File: config.mk
export PLATFORM = sky130hd
export DESIGN_NAME = sfm_cast_in_flat
export DESIGN_NICKNAME = d
export VERILOG_FILES = /design/src/rtl/sfm_pkg.sv /design/src/rtl/hwpe_stream_intf_stream.sv /design/src/rtl/sfm_int2fp.sv /design/src/rtl/sfm_cast_in.sv /design/src/flat_wrapper.sv
export SDC_FILE = /design/constraint.sdc
export NUM_CORES = 1
export LEC_CHECK = 0
export ABC_AREA = 1
export CAP_MARGIN = 20
export CORE_ASPECT_RATIO = 1.4
export CORE_MARGIN = 3
export CORE_UTILIZATION = 48
export CTS_BUF_LIST = sky130_fd_sc_hd__clkbuf_2 sky130_fd_sc_hd__clkbuf_4 sky130_fd_sc_hd__clkbuf_8
export CTS_CLUSTER_SIZE = 14
export DETAILED_ROUTE_END_ITERATION = 10
export PLACE_DENSITY = 0.85
export SLEW_MARGIN = 20
export SYNTH_ARGS = -nofsm -noshare
export SYNTH_HDL_FRONTEND = slang
export SYNTH_SLANG_ARGS = --single-unit
File: constraint.sdc
create_clock -name clk_i -period 5.1 [get_ports clk_i]
set_input_delay 0.765 -clock clk_i [delete_from_list [all_inputs] [get_ports clk_i]]
set_output_delay 0.765 -clock clk_i [all_outputs]
set_load 0.02 [all_outputs]
File: src/rtl/sfm_pkg.sv
// Shared types for the softmax cast stages: cast control word, inbound cast
// FSM states and float-format geometry helpers.
package sfm_pkg;

  // Encoding matches fpnew_pkg::fp_format_e so values can be passed through.
  typedef enum logic [2:0] {
    FP32    = 3'd0,
    FP64    = 3'd1,
    FP16    = 3'd2,
    FP8     = 3'd3,
    FP16ALT = 3'd4
  } fp_format_e;

  localparam int unsigned CAST_INT_BITS_W = 6;

  typedef struct packed {
    logic                       enable;
    logic                       is_signed;
    logic [CAST_INT_BITS_W-1:0] int_bits;
  } cast_ctrl_t;

  typedef enum logic {
    EMPTY = 1'b0,
    DRAIN = 1'b1
  } cast_in_state_e;

  function automatic int unsigned fp_exp_bits(fp_format_e fmt);
    case (fmt)
      FP32:    return 8;
      FP64:    return 11;
      FP16:    return 5;
      FP8:     return 5;
      default: return 8;
    endcase
  endfunction

  function automatic int unsigned fp_man_bits(fp_format_e fmt);
    case (fmt)
      FP32:    return 23;
      FP64:    return 52;
      FP16:    return 10;
      FP8:     return 2;
      default: return 7;
    endcase
  endfunction

  function automatic int unsigned fp_width(fp_format_e fmt);
    return 1 + fp_exp_bits(fmt) + fp_man_bits(fmt);
  endfunction

endpackage

File: src/rtl/hwpe_stream_intf_stream.sv
// Valid/ready stream with byte strobes.
interface hwpe_stream_intf_stream #(
  parameter int unsigned DATA_WIDTH = 32
);
  localparam int unsigned STRB_WIDTH = DATA_WIDTH / 8;

  logic                  valid;
  logic                  ready;
  logic [DATA_WIDTH-1:0] data;
  logic [STRB_WIDTH-1:0] strb;

  modport source (output valid, data, strb, input ready);
  modport sink   (input valid, data, strb, output ready);
endinterface

File: src/rtl/sfm_int2fp.sv
// Single-element fixed-point (q * 2^-F) to float converter, round-to-nearest-even.
module sfm_int2fp import sfm_pkg::*; #(
  parameter int unsigned INT_WIDTH = 8,
  parameter int unsigned EXP_BITS  = 8,
  parameter int unsigned MAN_BITS  = 7
) (
  input  logic [INT_WIDTH-1:0]       i_q,
  input  logic                       i_is_signed,
  input  logic [CAST_INT_BITS_W-1:0] i_int_bits,
  output logic [EXP_BITS+MAN_BITS:0] o_fp
);

  localparam int unsigned FP_WIDTH = 1 + EXP_BITS + MAN_BITS;
  localparam int          BIAS     = 2 ** (EXP_BITS - 1) - 1;
  localparam int unsigned FRAC_W   = INT_WIDTH - 1;

  logic                  w_neg;
  logic [INT_WIDTH-1:0]  w_mag;
  logic [31:0]           w_lead;
  logic [FRAC_W-1:0]     w_frac;
  int                    w_f;
  logic [EXP_BITS-1:0]   w_exp;
  logic [MAN_BITS-1:0]   w_man;
  logic                  w_round;
  logic [FP_WIDTH-2:0]   w_body;

  // Sign/magnitude split, leading-one search and exponent.
  always_comb begin
    w_neg = i_is_signed & i_q[INT_WIDTH-1];
    w_mag = w_neg ? -i_q : i_q;
    w_lead = '0;
    for (int unsigned i = 0; i < INT_WIDTH; i++) begin
      if (w_mag[i]) w_lead = i;
    end
    // Left-justify so the leading one drops off the top; the rest is the fraction.
    w_frac = FRAC_W'(w_mag << (FRAC_W - w_lead));
    w_f    = int'(INT_WIDTH) - int'(i_is_signed) - int'(i_int_bits);
    w_exp  = EXP_BITS'(BIAS + int'(w_lead) - w_f);
  end

  if (FRAC_W <= MAN_BITS) begin : g_exact
    assign w_man   = MAN_BITS'(w_frac) << (MAN_BITS - FRAC_W);
    assign w_round = 1'b0;
  end else begin : g_round
    localparam int unsigned DROP = FRAC_W - MAN_BITS;
    logic w_guard;
    logic w_sticky;
    assign w_man   = w_frac[FRAC_W-1 -: MAN_BITS];
    assign w_guard = w_frac[DROP-1];
    if (DROP > 1) begin : g_sticky
      assign w_sticky = |w_frac[DROP-2:0];
    end else begin : g_nosticky
      assign w_sticky = 1'b0;
    end
    assign w_round = w_guard & (w_sticky | w_man[0]);
  end

  // Rounding increment on {exp,man} lets a mantissa carry bump the exponent.
  always_comb begin
    w_body = {w_exp, w_man} + {{(FP_WIDTH-2){1'b0}}, w_round};
    o_fp   = (w_mag == '0) ? '0 : {w_neg, w_body};
  end

endmodule

File: src/rtl/sfm_cast_in.sv
// Inbound cast: buffers one beat of packed integers and serializes it into
// RATIO beats of packed floats, with strobe-driven early termination.
module sfm_cast_in import sfm_pkg::*; #(
  parameter int unsigned DATA_WIDTH = 256,
  parameter fp_format_e  FPFORMAT   = FP16ALT,
  parameter int unsigned INT_WIDTH  = 8
) (
  input  logic                   clk_i,
  input  logic                   rst_i,
  input  cast_ctrl_t             ctrl_i,
  hwpe_stream_intf_stream.sink   stream_i,
  hwpe_stream_intf_stream.source stream_o
);

  localparam int unsigned DATA_W      = DATA_WIDTH;
  localparam int unsigned INT_W       = INT_WIDTH;
  localparam fp_format_e  FPFORMAT_IN = FPFORMAT;
  localparam int unsigned FP_WIDTH    = fp_width(FPFORMAT_IN);
  localparam int unsigned EXP_BITS    = fp_exp_bits(FPFORMAT_IN);
  localparam int unsigned MAN_BITS    = fp_man_bits(FPFORMAT_IN);
  localparam int unsigned NUM_IN      = DATA_W / INT_W;
  localparam int unsigned NUM_OUT     = DATA_W / FP_WIDTH;
  localparam int unsigned RATIO       = NUM_IN / NUM_OUT;
  localparam int unsigned CNT_W       = (RATIO > 1) ? $clog2(RATIO) : 1;
  localparam int unsigned STRB_W      = DATA_W / 8;
  localparam int unsigned CHUNK_W     = NUM_OUT * INT_W;
  localparam int unsigned CHUNK_B     = CHUNK_W / 8;
  localparam int unsigned INT_B       = INT_W / 8;
  localparam int unsigned FP_B        = FP_WIDTH / 8;

  cast_in_state_e             r_state;
  cast_in_state_e             w_state_nxt;
  logic [DATA_W-1:0]          r_buf_data;
  logic [STRB_W-1:0]          r_buf_strb;
  logic                       r_is_signed;
  logic [CAST_INT_BITS_W-1:0] r_int_bits;
  logic [CNT_W-1:0]           r_cnt;

  logic [CHUNK_W-1:0] w_chunk_data;
  logic [CHUNK_B-1:0] w_chunk_strb;
  logic [DATA_W-1:0]  w_out_data;
  logic [STRB_W-1:0]  w_out_strb;
  logic               w_rest_any;
  logic               w_last;
  logic               w_capture;
  logic               w_advance;

  assign w_chunk_data = r_buf_data[r_cnt*CHUNK_W +: CHUNK_W];
  assign w_chunk_strb = r_buf_strb[r_cnt*CHUNK_B +: CHUNK_B];

  // Any strobe left in chunks beyond the current one decides whether to keep draining.
  always_comb begin
    w_rest_any = 1'b0;
    for (int unsigned c = 0; c < RATIO; c++) begin
      if (c > 32'(r_cnt) && |r_buf_strb[c*CHUNK_B +: CHUNK_B]) w_rest_any = 1'b1;
    end
    w_last = (r_cnt == CNT_W'(RATIO - 1)) || !w_rest_any;
  end

  for (genvar j = 0; j < NUM_OUT; j++) begin : g_elem
    logic [FP_WIDTH-1:0] w_fp;
    logic                w_en;
    sfm_int2fp #(
      .INT_WIDTH (INT_W),
      .EXP_BITS  (EXP_BITS),
      .MAN_BITS  (MAN_BITS)
    ) u_cvt (
      .i_q         (w_chunk_data[j*INT_W +: INT_W]),
      .i_is_signed (r_is_signed),
      .i_int_bits  (r_int_bits),
      .o_fp        (w_fp)
    );
    assign w_en = &w_chunk_strb[j*INT_B +: INT_B];
    assign w_out_data[j*FP_WIDTH +: FP_WIDTH] = w_en ? w_fp : '0;
    assign w_out_strb[j*FP_B +: FP_B]         = {FP_B{w_en}};
  end

  // Next state, handshakes and output mux (bypass when idle and disabled).
  always_comb begin
    w_state_nxt    = r_state;
    w_capture      = 1'b0;
    w_advance      = 1'b0;
    stream_o.valid = 1'b0;
    stream_o.data  = '0;
    stream_o.strb  = '0;
    stream_i.ready = 1'b0;
    unique case (r_state)
      EMPTY: begin
        if (!ctrl_i.enable) begin
          stream_o.valid = stream_i.valid;
          stream_o.data  = stream_i.data;
          stream_o.strb  = stream_i.strb;
          stream_i.ready = stream_o.ready;
        end else begin
          stream_i.ready = 1'b1;
          if (stream_i.valid) begin
            w_capture   = 1'b1;
            w_state_nxt = DRAIN;
          end
        end
      end
      DRAIN: begin
        stream_o.valid = 1'b1;
        stream_o.data  = w_out_data;
        stream_o.strb  = w_out_strb;
        if (stream_o.ready) begin
          if (!w_last) begin
            w_advance = 1'b1;
          end else if (ctrl_i.enable) begin
            // Accept the next beat on the final chunk so back-to-back input has no bubble.
            stream_i.ready = 1'b1;
            if (stream_i.valid) w_capture = 1'b1;
            else                w_state_nxt = EMPTY;
          end else begin
            w_state_nxt = EMPTY;
          end
        end
      end
      default: w_state_nxt = EMPTY;
    endcase
  end

  // State, buffer and chunk counter registers.
  always_ff @(posedge clk_i) begin
    if (rst_i) begin
      r_state     <= EMPTY;
      r_buf_data  <= '0;
      r_buf_strb  <= '0;
      r_is_signed <= 1'b0;
      r_int_bits  <= '0;
      r_cnt       <= '0;
    end else begin
      r_state <= w_state_nxt;
      if (w_capture) begin
        r_buf_data  <= stream_i.data;
        r_buf_strb  <= stream_i.strb;
        r_is_signed <= ctrl_i.is_signed;
        r_int_bits  <= ctrl_i.int_bits;
        r_cnt       <= '0;
      end else if (w_advance) begin
        r_cnt <= r_cnt + CNT_W'(1);
      end else if (w_state_nxt == EMPTY) begin
        r_cnt <= '0;
      end
    end
  end

endmodule

File: src/flat_wrapper.sv
// flat-port wrapper written by rule: the top's interface ports become plain ports
module sfm_cast_in_flat import sfm_pkg::*;
#(
  parameter int unsigned DATA_WIDTH = 256,
  parameter fp_format_e  FPFORMAT   = FP16ALT,
  parameter int unsigned INT_WIDTH  = 8
)
  (clk_i, rst_i, ctrl_i, stream_i_valid, stream_i_data, stream_i_strb, stream_i_ready, stream_o_valid, stream_o_data, stream_o_strb, stream_o_ready);
  hwpe_stream_intf_stream #(.DATA_WIDTH(DATA_WIDTH)) stream_i_i ();
  hwpe_stream_intf_stream #(.DATA_WIDTH(DATA_WIDTH)) stream_o_i ();
  input  logic clk_i;
  input  logic rst_i;
  input  cast_ctrl_t ctrl_i;
  input wire logic [$bits(stream_i_i.valid)-1:0] stream_i_valid;
  input wire logic [$bits(stream_i_i.data)-1:0] stream_i_data;
  input wire logic [$bits(stream_i_i.strb)-1:0] stream_i_strb;
  output wire logic [$bits(stream_i_i.ready)-1:0] stream_i_ready;
  output wire logic [$bits(stream_o_i.valid)-1:0] stream_o_valid;
  output wire logic [$bits(stream_o_i.data)-1:0] stream_o_data;
  output wire logic [$bits(stream_o_i.strb)-1:0] stream_o_strb;
  input wire logic [$bits(stream_o_i.ready)-1:0] stream_o_ready;
  assign stream_i_i.valid = stream_i_valid;
  assign stream_i_i.data = stream_i_data;
  assign stream_i_i.strb = stream_i_strb;
  assign stream_i_ready = stream_i_i.ready;
  assign stream_o_valid = stream_o_i.valid;
  assign stream_o_data = stream_o_i.data;
  assign stream_o_strb = stream_o_i.strb;
  assign stream_o_i.ready = stream_o_ready;
  sfm_cast_in #(.DATA_WIDTH(DATA_WIDTH), .FPFORMAT(FPFORMAT), .INT_WIDTH(INT_WIDTH)) u_core (.clk_i(clk_i), .rst_i(rst_i), .ctrl_i(ctrl_i), .stream_i(stream_i_i), .stream_o(stream_o_i));
endmodule
; ---- Yosys cells after proc, flatten, opt, wreduce, memory -nomap -nowiden
; Index checks and enable logic that the tools add are counted.
[totals]
out_inout_bits = 290
reg_bits = 297
in_bits = 300
elab_cells = 316
[op_classes]
n_mux = 185
add_sub_neg = 67
n_lt_le_gt_ge = 1
reduce_logical = 21
bitwise = 17
eq_ne = 1
shifts = 18
[ops]
columns = cell, count
row1 = $mux W32, 81
row2 = $mux W16, 32
row3 = $pmux W256 S2, 1
row4 = $shl A8 B32 Y7, 16
row5 = $sub A3 B32 Y32 const A, 16
row6 = $mux W256, 1
row7 = $shiftx A256 B9 Y128, 1
row8 = $add A8 B8 Y8 const A, 16
row9 = $logic_not A8 Y1, 16
row10 = $mux W8, 16
row11 = $neg A8 Y8, 16
row12 = $sub A8 B8 Y8, 16
row13 = $pmux W32 S2, 1
row14 = $mux W1, 33
row15 = $mux W2, 16
row16 = $shiftx A32 B6 Y16, 1
row17 = $and A1 B1 Y1, 16
row18 = $reduce_or A16 Y1, 1
row19 = $pmux W1 S2, 4
row20 = $sub A5 B7 Y8, 1
row21 = $sub A4 B1 Y5 const A, 1
row22 = $ne A2 B2 Y1 const B, 1
row23 = $reduce_or A2 Y1, 1
row24 = $add A1 B1 Y1 const B, 1
row25 = other kinds (5), 5

; ---- Logic depth before layout (Yosys ltp)
; Gate-level depths: netlist of run 1.
[logic_depth]
ltp_word = 15
ltp_mapped = 27
ltp_nobuf = 24

; ---- Cells and area by module
; From an unflattened synthesis of run 1, not the netlist that was laid out.
[hier_totals]
cells_unflattened = 5307
hier_area_um2 = 31813.0
[by_module_without_submodules]
columns = module, instances, seq_area_each_um2, area_each_um2, cells_each
row1 = sfm_cast_in, 1, 5945.7, 16797.4, 2722
row2 = sfm_int2fp (u_core.g_elem[12].u_cvt ...), 13, 0.0, 950.9, 161
row3 = sfm_int2fp (u_core.g_elem[0].u_cvt ...), 3, 0.0, 884.6, 164

; ---- Worst setup path after synthesis of run 1
; No wires, ideal clock.
[synth_timing]
path_type = register -> output
start = register u_core.r_is_signed
end = output port stream_o_data[236]
path_slack_ns = -0.198
path_stages_with_launch = 15
required_ns = 4.335
path_buffers = 3
arrival_ns = 4.533
path_cell_list = dfxtp_1 > buf_2 > buf_1 > buf_2 > inv_1 > ha_1 > inv_1 > fa_1 > xnor2_1 > ha_1 > a21oi_1 > and2_0 > nand3b_1 > xor2_1 > o21ai_0
[synth_between]
elab_chain_cells = 14
word_cells_on_any_way = 17
classes_between = 4 x add/sub / 11 x mux / 1 x bitwise / 1 x reduce/logical
[synth_rtl]
columns = element, line_no
row1 = from (decl), sfm_cast_in.sv:35  ; logic r_is_signed;
row2 = from (signal assigned), sfm_cast_in.sv:137  ; r_is_signed <= ctrl_i.is_signed;
row3 = $and A1 B1 Y1, sfm_int2fp.sv:29  ; w_neg = i_is_signed & i_q[INT_WIDTH-1];
row4 = $mux W8, sfm_int2fp.sv:30  ; w_mag = w_neg ? -i_q : i_q;
row5 = $mux W1, sfm_int2fp.sv:33  ; if (w_mag[i]) w_lead = i;
row6 = $mux W2, sfm_int2fp.sv:33
row7 = $mux W32 (5 in series), sfm_int2fp.sv:33
row8 = $add A8 B8 Y8, sfm_int2fp.sv:38  ; w_exp = EXP_BITS'(BIAS + int'(w_lead) - w_f);
row9 = $sub A8 B8 Y8, sfm_int2fp.sv:38
row10 = $mux W16 *, sfm_int2fp.sv:61  ; o_fp = (w_mag == '0) ? '0 : {w_neg, w_body};
row11 = $mux W16 *, sfm_cast_in.sv:74  ; assign w_out_data[j*FP_WIDTH +: FP_WIDTH] = w_en ? w_fp : '0;
row12 = $pmux W256 S2 *, sfm_cast_in.sv:87  ; unique case (r_state)
row13 = to (decl), flat_wrapper.sv:19  ; output wire logic [$bits(stream_o_i.data)-1:0] stream_o_data;
; Mark *: on every way between the ends. The rest lies on a longest branch, timed or not.

; ---- Worst setup path in the final report of run 1
[layout_timing]
start = register u_core.r_cnt
end = output port stream_o_data[221]
[layout_between]
elab_chain_cells = 15
word_cells_on_any_way = 18
classes_between = 3 x add/sub / 2 x shift / 11 x mux / 1 x bitwise / 1 x reduce/logical
[layout_rtl]
columns = element, line_no
row1 = from (decl), sfm_cast_in.sv:37  ; logic [CNT_W-1:0] r_cnt;
row2 = from (signal assigned), sfm_cast_in.sv:141  ; r_cnt <= r_cnt + CNT_W'(1);
row3 = $shiftx A256 B9 Y128, sfm_cast_in.sv:48  ; assign w_chunk_data = r_buf_data[r_cnt*CHUNK_W +: CHUNK_W];
row4 = $neg A8 Y8 or $and A1 B1 Y1 (tied branches), "sfm_int2fp.sv:30, sfm_int2fp.sv:29"
row5 = $mux W8, sfm_int2fp.sv:30
row6 = $mux W1, sfm_int2fp.sv:33
row7 = $mux W2, sfm_int2fp.sv:33
row8 = $mux W32 (5 in series), sfm_int2fp.sv:33
row9 = $add A8 B8 Y8, sfm_int2fp.sv:38
row10 = $sub A8 B8 Y8, sfm_int2fp.sv:38
row11 = $mux W16, sfm_int2fp.sv:61
row12 = $mux W16 *, sfm_cast_in.sv:74
row13 = $pmux W256 S2 *, sfm_cast_in.sv:87
; Marked as above.

==> run summary, run 1 <==
## Run status
• status: finished, final reports clean

## Power and ir drop
• total power density per cell area: 285.3 nW/µm²
• proportion of power drawn by the clock network: 25.4%
• Logic pwr share: 50.0%
• cell leakage power: 0.01795 µW
• proportion of power drawn by flip-flops and latches: 24.6%
• total design power: 10420 µW
• Switching Fraction: 43.19%
• Power Internal: 5920 µW
• switching power of the nets: 4500 µW
• largest vdd supply drop: 0.1646 mV

## Logic synthesis
• main combinational cell family by area after synthesis: simple AND/OR/NAND/NOR gates
• compound-cell area share of the yosys netlist: 14.48%
• number of register bits inferred by synthesis: 297
• number of synthesis warnings: 0
• syn_area_per_cell: 5.677 µm²
• multiplexer area fraction after synthesis: 0%
• cell count after synthesis: 4788
• post-synthesis instance area: 27180 µm²
• Synth cell types: 41
• Synth Net Count: 5189
• post-synthesis simple-gate area fraction: 44.90%
• XOR/XNOR Fraction of Synth Area: 2.702%
• adder-cell share of the synthesized area: 5.119%
• post-synthesis sequential area ratio: 21.87%

## Routing
• DRC: 0
• count of routing violations after the opening detailed-route iteration: 3014
• routed via count: 34910
• Detail Route Antenna Nets: 0
• TritonRoute pass-1 iters: 6
• wirelength, routed: 127200 µm
• detail-routed net length per standard cell: 20.74 µm
• vias per inst: 5.693

## Clock network
• clock buffer count from CTS: 50
• clock-pin slew on the worst setup and hold paths: 60 ps
• CTS tree: done
• H-tree depth reported by CTS: 2
• hold buffers post-CTS: 0
• buffers from clock root to sink, at most: 3
• root cell of the clock tree: sky130_fd_sc_hd__clkbuf_8
• Worst-Skew Late Latency: 640 ps
• clk sinks: 297

## Global route
• first-pass GRT wire length: 186800 µm
• GRT Residual Overflow: 0
• via count of the first global-routing pass: 32420
• GRT Resource Usage Total: 39.63%
• antenna violations before repair: 13
• maximum number of pins on one net before global-route repair: 200

## STA
• Peak Freq: 197.7 MHz
• Final Setup Violations: 0
• total count of max-transition violations in the final report: 0
• final period utilization: 99.19%
• post-route clock skew: 39.35 ps
• post-route worst setup slack: 41.39 ps
• Min Clock Period, post-route: 5059 ps
• number of endpoints with negative hold slack in the final report: 0
• unrepaired setup endpoints after global routing: true
• Tightest Pin Transition: 1156 ps
• Max-Slew Margin vs Limit: 22.92%

## Worst setup path
• critical path data arrival time: 4290 ps
• CP Launch Type: flop
• Largest stage delay, worst path: 460 ps
• CP endpoint kind: output pin
• slowest cell on the critical path: sky130_fd_sc_hd__fa_1
• type of the worst setup path: reg -> out
• most frequent cell on the critical path: sky130_fd_sc_hd__nand2_1
• crit-path max FO: 21
• CP required: 4340 ps
• family with the most delay on the worst path: simple AND/OR/NAND/NOR gates
• Critical path buffers and inverters: 6
• cell chain of the critical path: buf_12 -> bufbuf_16 -> nand2_1 -> nand2_1 -> nor2_2 -> nand3_1 -> nand2_1 -> nand2_1 -> nand2_2 -> nor2_1 -> nand2_1 -> nand2_4 -> inv_1 -> ha_1 -> inv_1 -> fa_1 -> nor2_1 -> o21ai_1 -> nor2_1 -> nand2_1 -> xor2_1 -> o21ai_1 -> buf_4 -> buf_4

## Layout
• commonest non-fill, non-tap cell in the layout: sky130_fd_sc_hd__nand2_1
• Area growth syn-to-layout: 34.37%
• share of final-layout standard cells stronger than drive strength 1: 11.43%
• area used by multi-input combinational logic: 18980 µm²
• most frequent cells in the layout: sky130_fd_sc_hd__nand2_1, sky130_fd_sc_hd__nand3_1, sky130_fd_sc_hd__clkdlybuf4s50_1
• Fillers: 5351
• net count reported at finish: 5760
• Final Instance Area: 36530 µm²
• Seq. cell area: 5953 µm²

## Die
• number of I/O pins: 590
• Die Outline Area: 59560 µm²
• die height: 287.6 µm
• floorplan die width: 207.1 µm
• initial core utilization: 48.85%
• cell row count: 102
• placeable core region: 55640 µm²

## Place
• worst setup slack after placement: 79.74 ps
• detailed placer's ending HPWL: 96200 µm
• number of buffers added on ports: 589
• Cell Area, Placed: 34080 µm²
• global placement routability congestion: 1.042

## Job
• number of maximum-capacitance violations: 0

## Hold path
• Tightest Hold Check Type: reg -> reg

what timing repair did:
item	4_1_cts	5_1_grt
pin swaps	2	55
gates cloned	4	2
resized for setup	155	329
endpoints found under the setup margin	74	97
buffers inserted	6	42
metal layers:
metal	GRT usage [%]	wire length [µm]
met5	0	107
met4	26.30	10410
met3	7.674	10920
met2	67.14	58730
met1	45.48	47000
cell type report:
| cell class | instances | area share [%] |
|---|---|---|
| sequential | 297 | 16.30 |
| timing repair inverter | 1 | 0.02398 |
| clock inverter | 18 | 0.7571 |
| inverter | 521 | 5.443 |
| multi-input combinational | 3739 | 51.96 |
| clock buffer | 74 | 2.549 |
| tap | 728 | 2.494 |
| timing repair buffer | 749 | 20.44 |
| antenna | 5 | 0.03426 |
state kept, by name, indices dropped and copies added, names as in the netlist:
| signal | flops |
|---|---|
| u_core.r_is_signed | 1 |
| u_core.r_buf_strb | 32 |
| u_core.r_int_bits | 6 |
| u_core.r_state | 1 |
| u_core.r_cnt | 1 |
| u_core.r_buf_data | 256 |
tightest hold or removal path: stages, from the launching register on:
cell,delay [ps]
sky130_fd_sc_hd__dfxtp_1,290
sky130_fd_sc_hd__inv_1,60
sky130_fd_sc_hd__a211oi_1,60
per-stage QoR:
step	setup TNS [ps]	hold WS, ps	utilization, %	std cells
2_1_floorplan	0	439.2	-	4788
3_3_place_gp	0	451.9	61.25	5982
3_5_place_dp	0	452.6	61.25	5982
4_1_cts	-700.6	465.9	63.98	6084
5_1_grt	-1475	481.3	65.63	6130
6_report	0	465.9	65.64	6132
final timing paths:
check                                end  slack, ps  cells after the start                   start
setup / recovery      stream_o_data[221]         40                     24            u_core.r_cnt
setup reg to reg  u_core.r_buf_data[168]       1770                     10   u_core.r_buf_strb[28]
hold reg to reg   u_core.r_buf_data[165]        470                      2  u_core.r_buf_data[165]
hold / removal    u_core.r_buf_data[165]        470                      2  u_core.r_buf_data[165]
Yosys cell counts, drive strengths merged:
cell type | instances | area [µm²]
nand2 | 1661 | 6285
nor3 | 13 | 80.08
o21ai | 254 | 1324
o31ai | 8 | 60.06
a21boi | 15 | 135.1
xnor2 | 1 | 8.760
buf | 103 | 535.5
clkbuf | 128 | 480.5
nand4 | 31 | 193.9
clkinv | 1 | 3.750
and2 | 20 | 125.1
fa | 17 | 340.3
xor2 | 82 | 725.7
a211oi | 236 | 1772
nor4 | 4 | 25.02
nor2 | 455 | 1765
nand3b | 16 | 120.1
ha | 84 | 1051
or2 | 1 | 6.260
dfxtp | 297 | 5946
nand3 | 717 | 3603
inv | 520 | 1952
a21oi | 122 | 614.3
o21bai | 2 | 30.03
cells by family (layout without fill, tap and decap cells):
kind of cell               count (synthesis)  count (layout)
buffers and inverters                    752            1363
adders and majority gates                101             101
other                                      0               5
and+or+nand+nor                         2918            2918
xor gates and xnor gates                  83              83
AOI/OAI and AO/OA                        637             637
DFF                                      297             297
power groups by stage:
stage               sequential (µW)  combinational (µW)  clock [µW]
floorplan                      2580                3060           0
global placement               2600                4860           0
detailed placement             2610                4870           0
CTS                            2560                4930        2660
global route                   2580                5640        2750
finish                         2560                5210        2650
No activity file was read; power rests on OpenSTA's default activity.
==> run 2, diff against run 1 <==
--- a/constraint.sdc
+++ b/constraint.sdc
@@ -3,2 +3,2 @@
 set_output_delay 0.765 -clock clk_i [all_outputs]
-set_load 0.02 [all_outputs]
+set_load 0.005 [all_outputs]
==> run 2 against run 1 <==
Effect of this change:
- flip-flop and latch count is the same
- first-iteration DRC count rose by 11%
- sequential share of layout area fell by 0.55 points
- power is 1.1% higher
- setup slack better by 49 ps
- critical endpoint is now stream_o_data[12]
==> run summary, run 2 (synthesis gave the netlist of run 1 again) <==
## Power and ir drop
• Power Internal: 6057 µW, +2.3%
• proportion of power drawn by flip-flops and latches: 24.3%, -0.3 points
• cell leakage power: 0.01812 µW, +0.95%
• Logic pwr share: 50.2%, +0.2 points
• proportion of power drawn by the clock network: 25.4%, about the same
• total design power: 10540 µW, +1.1%
• total power density per cell area: 278.8 nW/µm², -2.3%
• largest vdd supply drop: 0.1897 mV, +15%
• Switching Fraction: 42.51%, -0.68 points
• switching power of the nets: 4479 µW, -0.47%

## Place
• detailed placer's ending HPWL: 94910 µm, -1.3%
• placed cell count: 5950, -0.53%
• worst setup slack after placement: 118.2 ps, +38.47 ps
• global placement routability congestion: 1.012, -2.9%
• number of buffers added on ports: 589, unchanged

## Die
• floorplan die width: 207.1 µm, unchanged
• cell row count: 102, unchanged
• placeable core region: 55640 µm², unchanged
• number of I/O pins: 590, unchanged
• Die Outline Area: 59560 µm², unchanged
• initial core utilization: 48.85%, unchanged
• die height: 287.6 µm, unchanged

## Routing
• vias per inst: 5.729, +0.63%
• Met1 Wirelength: 46500 µm, -1.0%
• met2 wire length: 58990 µm, +0.44%
• detail-routed net length per standard cell: 20.90 µm, +0.77%
• amount of wire on met3 after detailed routing: 11900 µm, +9.0%
• highest signal layer in the routed design: met5
• Detail Route Antenna Nets: 0, unchanged
• DRC: 0, unchanged
• count of routing violations after the opening detailed-route iteration: 3341, +11%
• routed via count: 35480, +1.6%
• wirelength, routed: 129400 µm, +1.8%
• TritonRoute pass-1 iters: 6, unchanged

## Job
• number of maximum-capacitance violations: 0, unchanged

## STA
• Min Clock Period, post-route: 5009 ps, -49.32 ps
• Peak Freq: 199.6 MHz, +0.98%
• unrepaired setup endpoints after global routing: true
• Tightest Pin Transition: 1137 ps, -19.07 ps
• Setup TNS Final: 0 ps, unchanged
• Final Setup Violations: 0, unchanged
• final period utilization: 98.22%, -0.97 points
• post-route clock skew: 29.88 ps, -9.469 ps
• number of endpoints with negative hold slack in the final report: 0, unchanged
• Max-Slew Margin vs Limit: 23.39%, +0.47 points
• post-route worst setup slack: 90.71 ps, +49.32 ps
• total count of max-transition violations in the final report: 0, unchanged

## Clock network
• clock-pin slew on the worst setup and hold paths: 70 ps, about the same
• root cell of the clock tree: sky130_fd_sc_hd__clkbuf_8
• clk sinks: 297, unchanged
• clock buffer count from CTS: 51, +2.0%
• hold buffers post-CTS: 0, unchanged
• buffers from clock root to sink, at most: 3, unchanged
• CTS tree: done
• Worst-Skew Late Latency: 690 ps, +50 ps
• H-tree depth reported by CTS: 2, unchanged

## Worst setup path
• Worst R2R Start: u_core.r_state
• Largest stage delay, worst path: 510 ps, +50 ps
• slowest cell on the critical path: sky130_fd_sc_hd__clkdlybuf4s50_1
• CP required: 4340 ps, about the same
• Critical Path Sink: stream_o_data[12]
• critical path data arrival time: 4240 ps, -50 ps
• cell chain of the critical path: clkinv_8 -> buf_12 -> buf_16 -> nand2_1 -> nand2_1 -> ha_1 -> inv_1 -> nor2_2 -> nand4_1 -> nand2_1 -> nand2_1 -> nand2_2 -> nor2_4 -> nand3_4 -> ha_1 -> nand3_1 -> and2_1 -> nand3b_1 -> xor2_1 -> o21ai_1 -> clkdlybuf4s50_1
• register-to-register setup slack: 2080 ps, +310 ps
• path depth of the worst reg2reg path: 6, -4
• worst setup path start: u_core.r_cnt
• type of the worst setup path: reg -> out
• CP Launch Type: flop
• most frequent cell on the critical path: sky130_fd_sc_hd__nand2_1
• reg2reg end: u_core.r_int_bits[2]
• crit-path max FO: 17, -19%
• CP endpoint kind: output pin

## Global route
• maximum number of pins on one net before global-route repair: 211, +5.5%
• first-pass GRT wire length: 190900 µm, +2.2%
• antenna violations before repair: 9, -4
• via count of the first global-routing pass: 33450, +3.2%
• GRT Resource Usage Total: 40.58%, +0.94 points
• GRT Residual Overflow: 0, unchanged

## Layout
• Area growth syn-to-layout: 39.01%
• most frequent cells in the layout: sky130_fd_sc_hd__nand2_1, sky130_fd_sc_hd__nand3_1, sky130_fd_sc_hd__clkdlybuf4s50_1
• share of final-layout standard cells stronger than drive strength 1: 14.29%, +2.9 points
• Fillers: 5185, -3.1%
• registers with the most flip-flops: u_core.r_buf_data (256), u_core.r_buf_strb (32), u_core.r_int_bits (6)
• final core utilization: 67.91%, +2.3 points
• flip-flop count of the largest register, all copies and words added: 256, unchanged
• register bank with the most flops: u_core.r_buf_data
• net count reported at finish: 5819, +1.0%
• commonest non-fill, non-tap cell in the layout: sky130_fd_sc_hd__nand2_1
• non-filler cells in the finished layout: 6193, +0.99%

## Hold path
• origin of the worst min-delay path: u_core.r_buf_data[31]
• Tightest Hold Check Type: reg -> reg

## Run status
• status: finished, final reports clean

[run 2: how the worst min path moves through the flow]
| stage | slack (ps) | endpoint | depth (start not counted) |
|---|---|---|---|
| after floorplan | 440 | u_core.r_buf_data[0] | 2 |
| after global placement | 450 | u_core.r_buf_data[37] | 2 |
| after detailed placement | 460 | u_core.r_buf_data[31] | 2 |
| after CTS | 460 | u_core.r_buf_data[31] | 2 |
| after global routing | 480 | u_core.r_buf_data[31] | 2 |
| final | 470 | u_core.r_buf_data[31] | 2 |
[run 2: power groups by stage]
| stage | Sequential, µW | Clock, µW | Combinational [µW] |
|---|---|---|---|
| 2_1_floorplan | 2580 | 0 | 2880 |
| 3_3_place_gp | 2600 | 0 | 4570 |
| 3_5_place_dp | 2610 | 0 | 4590 |
| 4_1_cts | 2560 | 2680 | 4880 |
| 5_1_grt | 2580 | 2780 | 5750 |
| 6_report | 2560 | 2680 | 5290 |
[run 2: stage by stage]
step                      area (µm²)  hold slack (ps)
after floorplan                27180            439.2
after global placement         33850            452.3
after CTS                      36600            464.2
final                          37790            465.2
after detailed placement       33850            455.1
after global routing           37780            480.3
[run 2: area by class of cell]
type	instances	area, µm²	share of cell area (%)
well taps	728	910.9	2.411
repair inverters	5	36.28	0.09603
clock inverters	20	249.0	0.6589
clock buffers	75	994.7	2.632
diodes	5	12.51	0.03311
multi-input cells	3739	19590	51.84
repair buffers	803	8036	21.27
inverters	521	2007	5.311
flip-flops and latches	297	5951	15.75
[run 2: routing by layer]
layer | up-vias | GRT usage, %
met4 | 4 | 31.70
met1 | 16160 | 46.26
met3 | 519 | 7.456
li1 | 16860 | -
met5 | - | 0
met2 | 1947 | 67.09
[run 2: worst max-delay path: cells and delay by family, from the launching register on]
family / cells / cell delay (ps)
AOI/OAI and AO/OA: 1 / 140
buffers and inverters: 5 / 1020
adders and majority gates: 2 / 510
DFF: 1 / 440
and+or+nand+nor: 12 / 1270
xor gates and xnor gates: 1 / 170
[run 2: what timing repair did]
| item | CTS | global route |
|---|---|---|
| resized for setup | 292 | 300 |
| gates cloned | 14 | 2 |
| pin swaps | 65 | 140 |
| buffers inserted | 63 | 66 |
| endpoints found under the setup margin | 100 | 117 |
